$ cat src/rtl/lcd_pkg.sv
// Shared timing constants and colour constants for the 480x272 RGB LCD.
package lcd_pkg;

  localparam int unsigned H_SYNC  = 41;
  localparam int unsigned H_BACK  = 2;
  localparam int unsigned H_DISP  = 480;
  localparam int unsigned H_FRONT = 2;
  localparam int unsigned H_TOTAL = H_SYNC + H_BACK + H_DISP + H_FRONT;

  localparam int unsigned V_SYNC  = 10;
  localparam int unsigned V_BACK  = 2;
  localparam int unsigned V_DISP  = 272;
  localparam int unsigned V_FRONT = 2;
  localparam int unsigned V_TOTAL = V_SYNC + V_BACK + V_DISP + V_FRONT;

  localparam logic [23:0] COL_WHITE   = 24'hFF_FFFF;
  localparam logic [23:0] COL_YELLOW  = 24'hFF_FF00;
  localparam logic [23:0] COL_CYAN    = 24'h00_FFFF;
  localparam logic [23:0] COL_GREEN   = 24'h00_FF00;
  localparam logic [23:0] COL_MAGENTA = 24'hFF_00FF;
  localparam logic [23:0] COL_RED     = 24'hFF_0000;
  localparam logic [23:0] COL_BLUE    = 24'h00_00FF;
  localparam logic [23:0] COL_BLACK   = 24'h00_0000;

  // Eight 60-pixel vertical bars across the active width.
  function automatic logic [23:0] bar_colour(input logic [11:0] col);
    logic [23:0] c;
    if      (col < 12'd60)  c = COL_WHITE;
    else if (col < 12'd120) c = COL_YELLOW;
    else if (col < 12'd180) c = COL_CYAN;
    else if (col < 12'd240) c = COL_GREEN;
    else if (col < 12'd300) c = COL_MAGENTA;
    else if (col < 12'd360) c = COL_RED;
    else if (col < 12'd420) c = COL_BLUE;
    else                    c = COL_BLACK;
    return c;
  endfunction

endpackage

$ cat src/rtl/lcd_timing_driver_if.sv
// Renderer request/response signals and LCD connector pins of the timing driver.
interface lcd_timing_driver_if;
  logic [23:0] pixel_data;
  logic [11:0] pixel_xpos;
  logic [11:0] pixel_ypos;
  logic        lcd_hs;
  logic        lcd_vs;
  logic        lcd_de;
  logic [23:0] lcd_rgb;
  logic        lcd_bl;
  logic        frame_start;

  modport master (
    input  pixel_data,
    output pixel_xpos, pixel_ypos, lcd_hs, lcd_vs, lcd_de, lcd_rgb, lcd_bl, frame_start
  );

  modport slave (
    output pixel_data,
    input  pixel_xpos, pixel_ypos, lcd_hs, lcd_vs, lcd_de, lcd_rgb, lcd_bl, frame_start
  );
endinterface

$ cat src/rtl/lcd_bar_pattern.sv
// Registered colour-bar generator: maps an active column to one of eight bar colours.
module lcd_bar_pattern
  import lcd_pkg::*;
(
  input  logic        lcd_clk,
  input  logic [11:0] col,
  output logic [23:0] colour
);

  always_ff @(posedge lcd_clk) begin
    colour <= bar_colour(col);
  end

endmodule

$ cat src/rtl/lcd_timing_driver.sv
// Timing master for the 480x272 RGB LCD: HS/VS/DE, pixel requests and panel data.
// Define LCD_TEST_PATTERN_EN to show eight vertical colour bars instead of renderer data.
module lcd_timing_driver
  import lcd_pkg::*;
#(
  parameter int unsigned HSync  = H_SYNC,
  parameter int unsigned HBack  = H_BACK,
  parameter int unsigned HDisp  = H_DISP,
  parameter int unsigned HFront = H_FRONT,
  parameter int unsigned VSync  = V_SYNC,
  parameter int unsigned VBack  = V_BACK,
  parameter int unsigned VDisp  = V_DISP,
  parameter int unsigned VFront = V_FRONT
) (
  input logic                 lcd_clk,
  input logic                 sys_rst,
  lcd_timing_driver_if.master lcd
);

  localparam logic [11:0] HLast     = 12'(HSync + HBack + HDisp + HFront - 1);
  localparam logic [11:0] VLast     = 12'(VSync + VBack + VDisp + VFront - 1);
  localparam logic [11:0] HSyncEnd  = 12'(HSync);
  localparam logic [11:0] VSyncEnd  = 12'(VSync);
  localparam logic [11:0] HActFirst = 12'(HSync + HBack);
  localparam logic [11:0] HActLast  = 12'(HSync + HBack + HDisp - 1);
  localparam logic [11:0] VActFirst = 12'(VSync + VBack);
  localparam logic [11:0] VActLast  = 12'(VSync + VBack + VDisp - 1);
  localparam logic [11:0] HReqFirst = HActFirst - 12'd1;
  localparam logic [11:0] HReqLast  = HActLast - 12'd1;

  // h_cnt_q/v_cnt_q hold the position the registered outputs describe after the next edge.
  logic [11:0] h_cnt_q, h_cnt_d, v_cnt_q, v_cnt_d;
  logic [11:0] xpos_q, xpos_d, ypos_q, ypos_d;
  logic        hs_q, hs_d, vs_q, vs_d, de_q, de_d, fs_q, fs_d, bl_q;
  logic        h_act, h_req, v_act;

  always_comb begin
    h_cnt_d = h_cnt_q + 12'd1;
    v_cnt_d = v_cnt_q;
    if (h_cnt_q == HLast) begin
      h_cnt_d = '0;
      v_cnt_d = (v_cnt_q == VLast) ? '0 : v_cnt_q + 12'd1;
    end

    h_act = (h_cnt_q >= HActFirst) && (h_cnt_q <= HActLast);
    h_req = (h_cnt_q >= HReqFirst) && (h_cnt_q <= HReqLast);
    v_act = (v_cnt_q >= VActFirst) && (v_cnt_q <= VActLast);

    hs_d   = (h_cnt_q >= HSyncEnd);
    vs_d   = (v_cnt_q >= VSyncEnd);
    de_d   = h_act && v_act;
    fs_d   = (h_cnt_q == '0) && (v_cnt_q == '0);
    xpos_d = '0;
    ypos_d = '0;
    if (h_req && v_act) begin
      xpos_d = h_cnt_q - HReqFirst;
      ypos_d = v_cnt_q - VActFirst;
    end
  end

  always_ff @(posedge lcd_clk) begin
    if (sys_rst) begin
      h_cnt_q <= '0;
      v_cnt_q <= '0;
      hs_q    <= 1'b1;
      vs_q    <= 1'b1;
      de_q    <= 1'b0;
      fs_q    <= 1'b0;
      xpos_q  <= '0;
      ypos_q  <= '0;
      bl_q    <= 1'b0;
    end else begin
      h_cnt_q <= h_cnt_d;
      v_cnt_q <= v_cnt_d;
      hs_q    <= hs_d;
      vs_q    <= vs_d;
      de_q    <= de_d;
      fs_q    <= fs_d;
      xpos_q  <= xpos_d;
      ypos_q  <= ypos_d;
      bl_q    <= 1'b1;
    end
  end

  assign lcd.lcd_hs      = hs_q;
  assign lcd.lcd_vs      = vs_q;
  assign lcd.lcd_de      = de_q;
  assign lcd.frame_start = fs_q;
  assign lcd.pixel_xpos  = xpos_q;
  assign lcd.pixel_ypos  = ypos_q;
  assign lcd.lcd_bl      = bl_q;

`ifdef LCD_TEST_PATTERN_EN
  // Feeding the request column gives the bar stage the same 1-cycle lead as the renderer.
  logic [23:0] bar_rgb;

  lcd_bar_pattern u_bar_pattern (
    .lcd_clk (lcd_clk),
    .col     (xpos_q),
    .colour  (bar_rgb)
  );

  assign lcd.lcd_rgb = de_q ? bar_rgb : 24'h0;
`else
  assign lcd.lcd_rgb = de_q ? lcd.pixel_data : 24'h0;
`endif

endmodule

$ cat src/flat_wrapper.sv
// flat-port wrapper written by rule: the top's interface ports become plain ports
module lcd_timing_driver_flat import lcd_pkg::*;
#(
  parameter int unsigned HSync  = H_SYNC,
  parameter int unsigned HBack  = H_BACK,
  parameter int unsigned HDisp  = H_DISP,
  parameter int unsigned HFront = H_FRONT,
  parameter int unsigned VSync  = V_SYNC,
  parameter int unsigned VBack  = V_BACK,
  parameter int unsigned VDisp  = V_DISP,
  parameter int unsigned VFront = V_FRONT
)
  (lcd_clk, sys_rst, lcd_pixel_data, lcd_pixel_xpos, lcd_pixel_ypos, lcd_lcd_hs, lcd_lcd_vs, lcd_lcd_de, lcd_lcd_rgb, lcd_lcd_bl, lcd_frame_start);
  lcd_timing_driver_if lcd_i ();
  input logic lcd_clk;
  input logic sys_rst;
  input wire logic [$bits(lcd_i.pixel_data)-1:0] lcd_pixel_data;
  output wire logic [$bits(lcd_i.pixel_xpos)-1:0] lcd_pixel_xpos;
  output wire logic [$bits(lcd_i.pixel_ypos)-1:0] lcd_pixel_ypos;
  output wire logic [$bits(lcd_i.lcd_hs)-1:0] lcd_lcd_hs;
  output wire logic [$bits(lcd_i.lcd_vs)-1:0] lcd_lcd_vs;
  output wire logic [$bits(lcd_i.lcd_de)-1:0] lcd_lcd_de;
  output wire logic [$bits(lcd_i.lcd_rgb)-1:0] lcd_lcd_rgb;
  output wire logic [$bits(lcd_i.lcd_bl)-1:0] lcd_lcd_bl;
  output wire logic [$bits(lcd_i.frame_start)-1:0] lcd_frame_start;
  assign lcd_i.pixel_data = lcd_pixel_data;
  assign lcd_pixel_xpos = lcd_i.pixel_xpos;
  assign lcd_pixel_ypos = lcd_i.pixel_ypos;
  assign lcd_lcd_hs = lcd_i.lcd_hs;
  assign lcd_lcd_vs = lcd_i.lcd_vs;
  assign lcd_lcd_de = lcd_i.lcd_de;
  assign lcd_lcd_rgb = lcd_i.lcd_rgb;
  assign lcd_lcd_bl = lcd_i.lcd_bl;
  assign lcd_frame_start = lcd_i.frame_start;
  lcd_timing_driver #(.HSync(HSync), .HBack(HBack), .HDisp(HDisp), .HFront(HFront), .VSync(VSync), .VBack(VBack), .VDisp(VDisp), .VFront(VFront)) u_core (.lcd_clk(lcd_clk), .sys_rst(sys_rst), .lcd(lcd_i));
endmodule
$ cat config.mk
export PLATFORM = sky130hd
export DESIGN_NAME = lcd_timing_driver_flat
export DESIGN_NICKNAME = d
export VERILOG_FILES = /design/src/rtl/lcd_pkg.sv /design/src/rtl/lcd_timing_driver_if.sv /design/src/rtl/lcd_bar_pattern.sv /design/src/rtl/lcd_timing_driver.sv /design/src/flat_wrapper.sv
export SDC_FILE = /design/constraint.sdc
export NUM_CORES = 1
export LEC_CHECK = 0
export ABC_AREA = 0
export BUFFER_PORTS_ARGS = -buffer_cell sky130_fd_sc_hd__buf_2
export CAP_MARGIN = 20
export CORE_MARGIN = 2
export CORE_UTILIZATION = 30
export DETAILED_ROUTE_END_ITERATION = 16
export GPL_ROUTABILITY_DRIVEN = 0
export PLACE_DENSITY = 0.53
export SLEW_MARGIN = 30
export SYNTH_ARGS = -nofsm -noshare
export SYNTH_HDL_FRONTEND = slang
export SYNTH_HIERARCHICAL = 1
export SYNTH_SLANG_ARGS = --single-unit
export TNS_END_PERCENT = 20
$ cat constraint.sdc
create_clock -name lcd_clk -period 2.9 [get_ports lcd_clk]
set_input_delay 0.725 -clock lcd_clk [delete_from_list [all_inputs] [get_ports lcd_clk]]
set_output_delay 0.725 -clock lcd_clk [all_outputs]
set_load 0.005 [all_outputs]
==> reports/qor.yml <==
status: "completed"
grt.total_usage: 0.1292
netlist_area_um2: 2994
cellPowerDensity_nw_per_um2: 355.1
core_um2: 9729
place.detailed.hpwl_um: 5138
final_max_slew_viol_count: 0
maximum_count_of_clock_buffers_along_a_single_path: 2
post_route_cells_drive_above_1_share: 0.3065
wl_um: 6952
timing.max_slew.rel_slack: 0.5896
yosysTopAreaCellShare: 0.3544
hold_violations: 0
hold_slack_ps: 532.1
cts_setup_buffers: 0
post-route-drc-count: 0
cts-htree-levels: 2
met2_length_um: 3144
worst_ep_arrival_time_ps: 2340
timing.critical_path.max_delay_family: "simple AND/OR/NAND/NOR gates"
post-route-worst-setup-slack_ps: 747.1
power.leakage_nw: 1.448
max_freq_mhz: 464.5
grt_pass1_vias: 2330
area.growth.synth_to_final_pct: 17.09
setup_viol_count_final: 0
via_per_inst: 4.868
ys_async_sr_fraction: 0
antenna_cells_inserted: 0
port_buffers: 78
mostFrequentLayoutCell: "sky130_fd_sc_hd__buf_2"
critical-path-max-stage-delay_ps: 450
rsz0062_at_grt: "false"
worst_setup_path_start_kind: "register"
hold_path.class: "register to register"
synth_nets: 372
pre_cts_slack_ps: 618.6
ant_nets: 0
layout.cells.most_common_list: "sky130_fd_sc_hd__buf_2 (78), sky130_fd_sc_hd__dfxtp_1 (53), sky130_fd_sc_hd__and2_1 (27)"
cts_hold_buffers: 0
synth_seq_cells: 53
synth.distinct_cells: 51
critPathMaxFanout: 13
finish.net_count: 438
detailedRoute.firstPassIterationCount: 4
tightest_slew_ps: 612.7
route.detailed.wl_per_inst_um: 13.09
area_contributors_post_synth: "sky130_fd_sc_hd__dfxtp_1 (35%), sky130_fd_sc_hd__ha_1 (6.3%), sky130_fd_sc_hd__nor3_2 (5.7%), sky130_fd_sc_hd__and2_1 (5.6%), sky130_fd_sc_hd__xnor2_1 (3.2%)"
boundaryPins: 79
rrSetupSlack_ps: 750
tritoncts_clock_tree: "yes"
clock_tree_root: "sky130_fd_sc_hd__clkbuf_8"
synth-warning-count: 6
wl_met1_um: 3127
floorplan.die.height_um: 103.9
chain_of_cells_forming_the_critical_path: "buf_4 -> nor3_1 -> nor2_1 -> o211ai_4 -> buf_4 -> nor3_2"
insertion_delay_ps: 320
dominantRegCellSynth: "sky130_fd_sc_hd__dfxtp_1"
maxUsedRoutingLayer: "met4"
placement_rows: 36
chipWidth_um: 103.9
period_minus_slack_ps: 2153
grt_first_pass_wirelength_um: 11520
detailroute.wirelength.met3_um: 583
worstPathRequired_ps: 3090
critical_path_class: "register to register"
fillerInstances: 1008
synth_enable_flop_cells: 0
dp.cells: 523
maxcap_violations: 0
maximum_number_of_pins_on_one_net_before_global_route_repair: 26
start_util: 0.3077
vdd_ir_drop_max_v: 0.0001517
routed-via-count: 2585
syn-mean-instance-area_um2: 9.046
tns_ps: 0
ys_seq_area_frac: 0.3544
cts_made_buffers: 5
critical_path.n_buffers_inverters: 2
synth_top_cell_by_area: "sky130_fd_sc_hd__dfxtp_1"
clock_transition_at_the_register_clock_pins_on_the_worst_setup_and_hold_paths_after_cts_ps: 110
die-area_um2: 10800
cp_common_cell: "sky130_fd_sc_hd__buf_4"
syn-instance-count: 331
worst_setup_skew_after_layout_ps: 12.75
final-instance-count-excl-fill: 531
grt-ovfl-total: 0
finalCritPeriodShare: 0.7424
endpoint_kind: "register"
cts_resized: 0
clock-sinks: 53
cp_slowest_cell: "sky130_fd_sc_hd__o211ai_4"
grt_antenna_before_repair: 0
drt_first_iter_violations: 172
==> cell families (layout without fill, tap and decap cells) <==
logic type / count (synthesis) / count (layout) / share of synthesized area
and+or+nand+nor: 156 / 156 / 0.3285
DFF: 53 / 53 / 0.3544
AOI/OAI and AO/OA: 51 / 51 / 0.1220
buffers and inverters: 37 / 104 / 0.07688
xor gates and xnor gates: 19 / 19 / 0.05558
adders and majority gates: 15 / 15 / 0.06268
==> final timing paths <==
check / endpoint / depth (start not counted) / start
min reg2reg: u_core/v_cnt_q[11] / 2 / u_core/v_cnt_q[11]
max reg2reg: u_core/lcd.pixel_ypos[10] / 6 / u_core/h_cnt_q[2]
min: u_core/v_cnt_q[11] / 2 / u_core/v_cnt_q[11]
max: u_core/lcd.pixel_ypos[10] / 6 / u_core/h_cnt_q[2]
==> worst register-to-register path: stages (launching register included) <==
cell and delay, ps:
sky130_fd_sc_hd__dfxtp_1 390, sky130_fd_sc_hd__buf_4 190, sky130_fd_sc_hd__nor3_1 440, sky130_fd_sc_hd__nor2_1 170, sky130_fd_sc_hd__o211ai_4 450, sky130_fd_sc_hd__buf_4 320, sky130_fd_sc_hd__nor3_2 70
==> flip-flops by register name, summed over array words and instances, names as in the netlist <==
signal and flops:
u_core/lcd.pixel_xpos 12, u_core/lcd.lcd_de 1, u_core/lcd.frame_start 1, u_core/h_cnt_q 12
u_core/lcd.pixel_ypos 12, u_core/lcd.lcd_hs 1, u_core/v_cnt_q 12, u_core/lcd.lcd_bl 1
u_core/lcd.lcd_vs 1
==> area by class of cell <==
cell class	count	area (µm²)	area share
Multi-Input combinational cell	241	1712	0.4882
Sequential cell	53	1061	0.3026
Timing Repair Buffer	82	420.4	0.1199
Tap cell	133	166.4	0.04747
Clock buffer	5	68.82	0.01963
Inverter	14	52.55	0.01499
Clock inverter	3	25.02	0.007138
==> stage by stage <==
step / util / instance area [µm²] / power (mW)
floorplan: - / 2994 / 0.7942
global placement: 0.3498 / 3403 / 0.8255
detailed placement: 0.3498 / 3403 / 0.8275
CTS: 0.3594 / 3497 / 1.265
global route: 0.3603 / 3506 / 1.298
finish: 0.3603 / 3506 / 1.245
==> cell usage after synthesis (3+ instances only) <==
library cell,instances
sky130_fd_sc_hd__nor3_2,17
sky130_fd_sc_hd__nand3_1,13
sky130_fd_sc_hd__ha_1,15
sky130_fd_sc_hd__xor2_1,8
sky130_fd_sc_hd__a211oi_2,3
sky130_fd_sc_hd__buf_4,7
sky130_fd_sc_hd__or4_1,3
sky130_fd_sc_hd__nor3_1,13
sky130_fd_sc_hd__buf_2,5
sky130_fd_sc_hd__a21oi_1,14
sky130_fd_sc_hd__clkbuf_1,4
sky130_fd_sc_hd__o21a_1,3
sky130_fd_sc_hd__buf_6,5
sky130_fd_sc_hd__nor4_1,5
sky130_fd_sc_hd__nor2_1,20
sky130_fd_sc_hd__or3_1,7
sky130_fd_sc_hd__o21ai_0,18
sky130_fd_sc_hd__o32ai_1,4
sky130_fd_sc_hd__nand4_1,7
sky130_fd_sc_hd__and2_1,27
sky130_fd_sc_hd__dfxtp_1,53
sky130_fd_sc_hd__nand2_1,16
sky130_fd_sc_hd__inv_1,14
sky130_fd_sc_hd__and3_1,5
sky130_fd_sc_hd__xnor2_1,11
==> report_power, final <==
part	switching [mW]	total (mW)	leakage, nW	internal (mW)
registers	0.00910	0.744	0.429	0.734
logic	0.0378	0.0682	0.975	0.0303
clock network	0.259	0.433	0.0447	0.175
total	0.305	1.24	1.45	0.939
==> layer usage <==
| layer | vias to the layer above | GRT usage |
|---|---|---|
| met3 | 5 | 0.03697 |
| met4 | 0 | 0.04344 |
| met5 | - | 0 |
| li1 | 1295 | - |
| met2 | 101 | 0.2049 |
| met1 | 1184 | 0.1687 |
(Power assumes the default switching activity.)
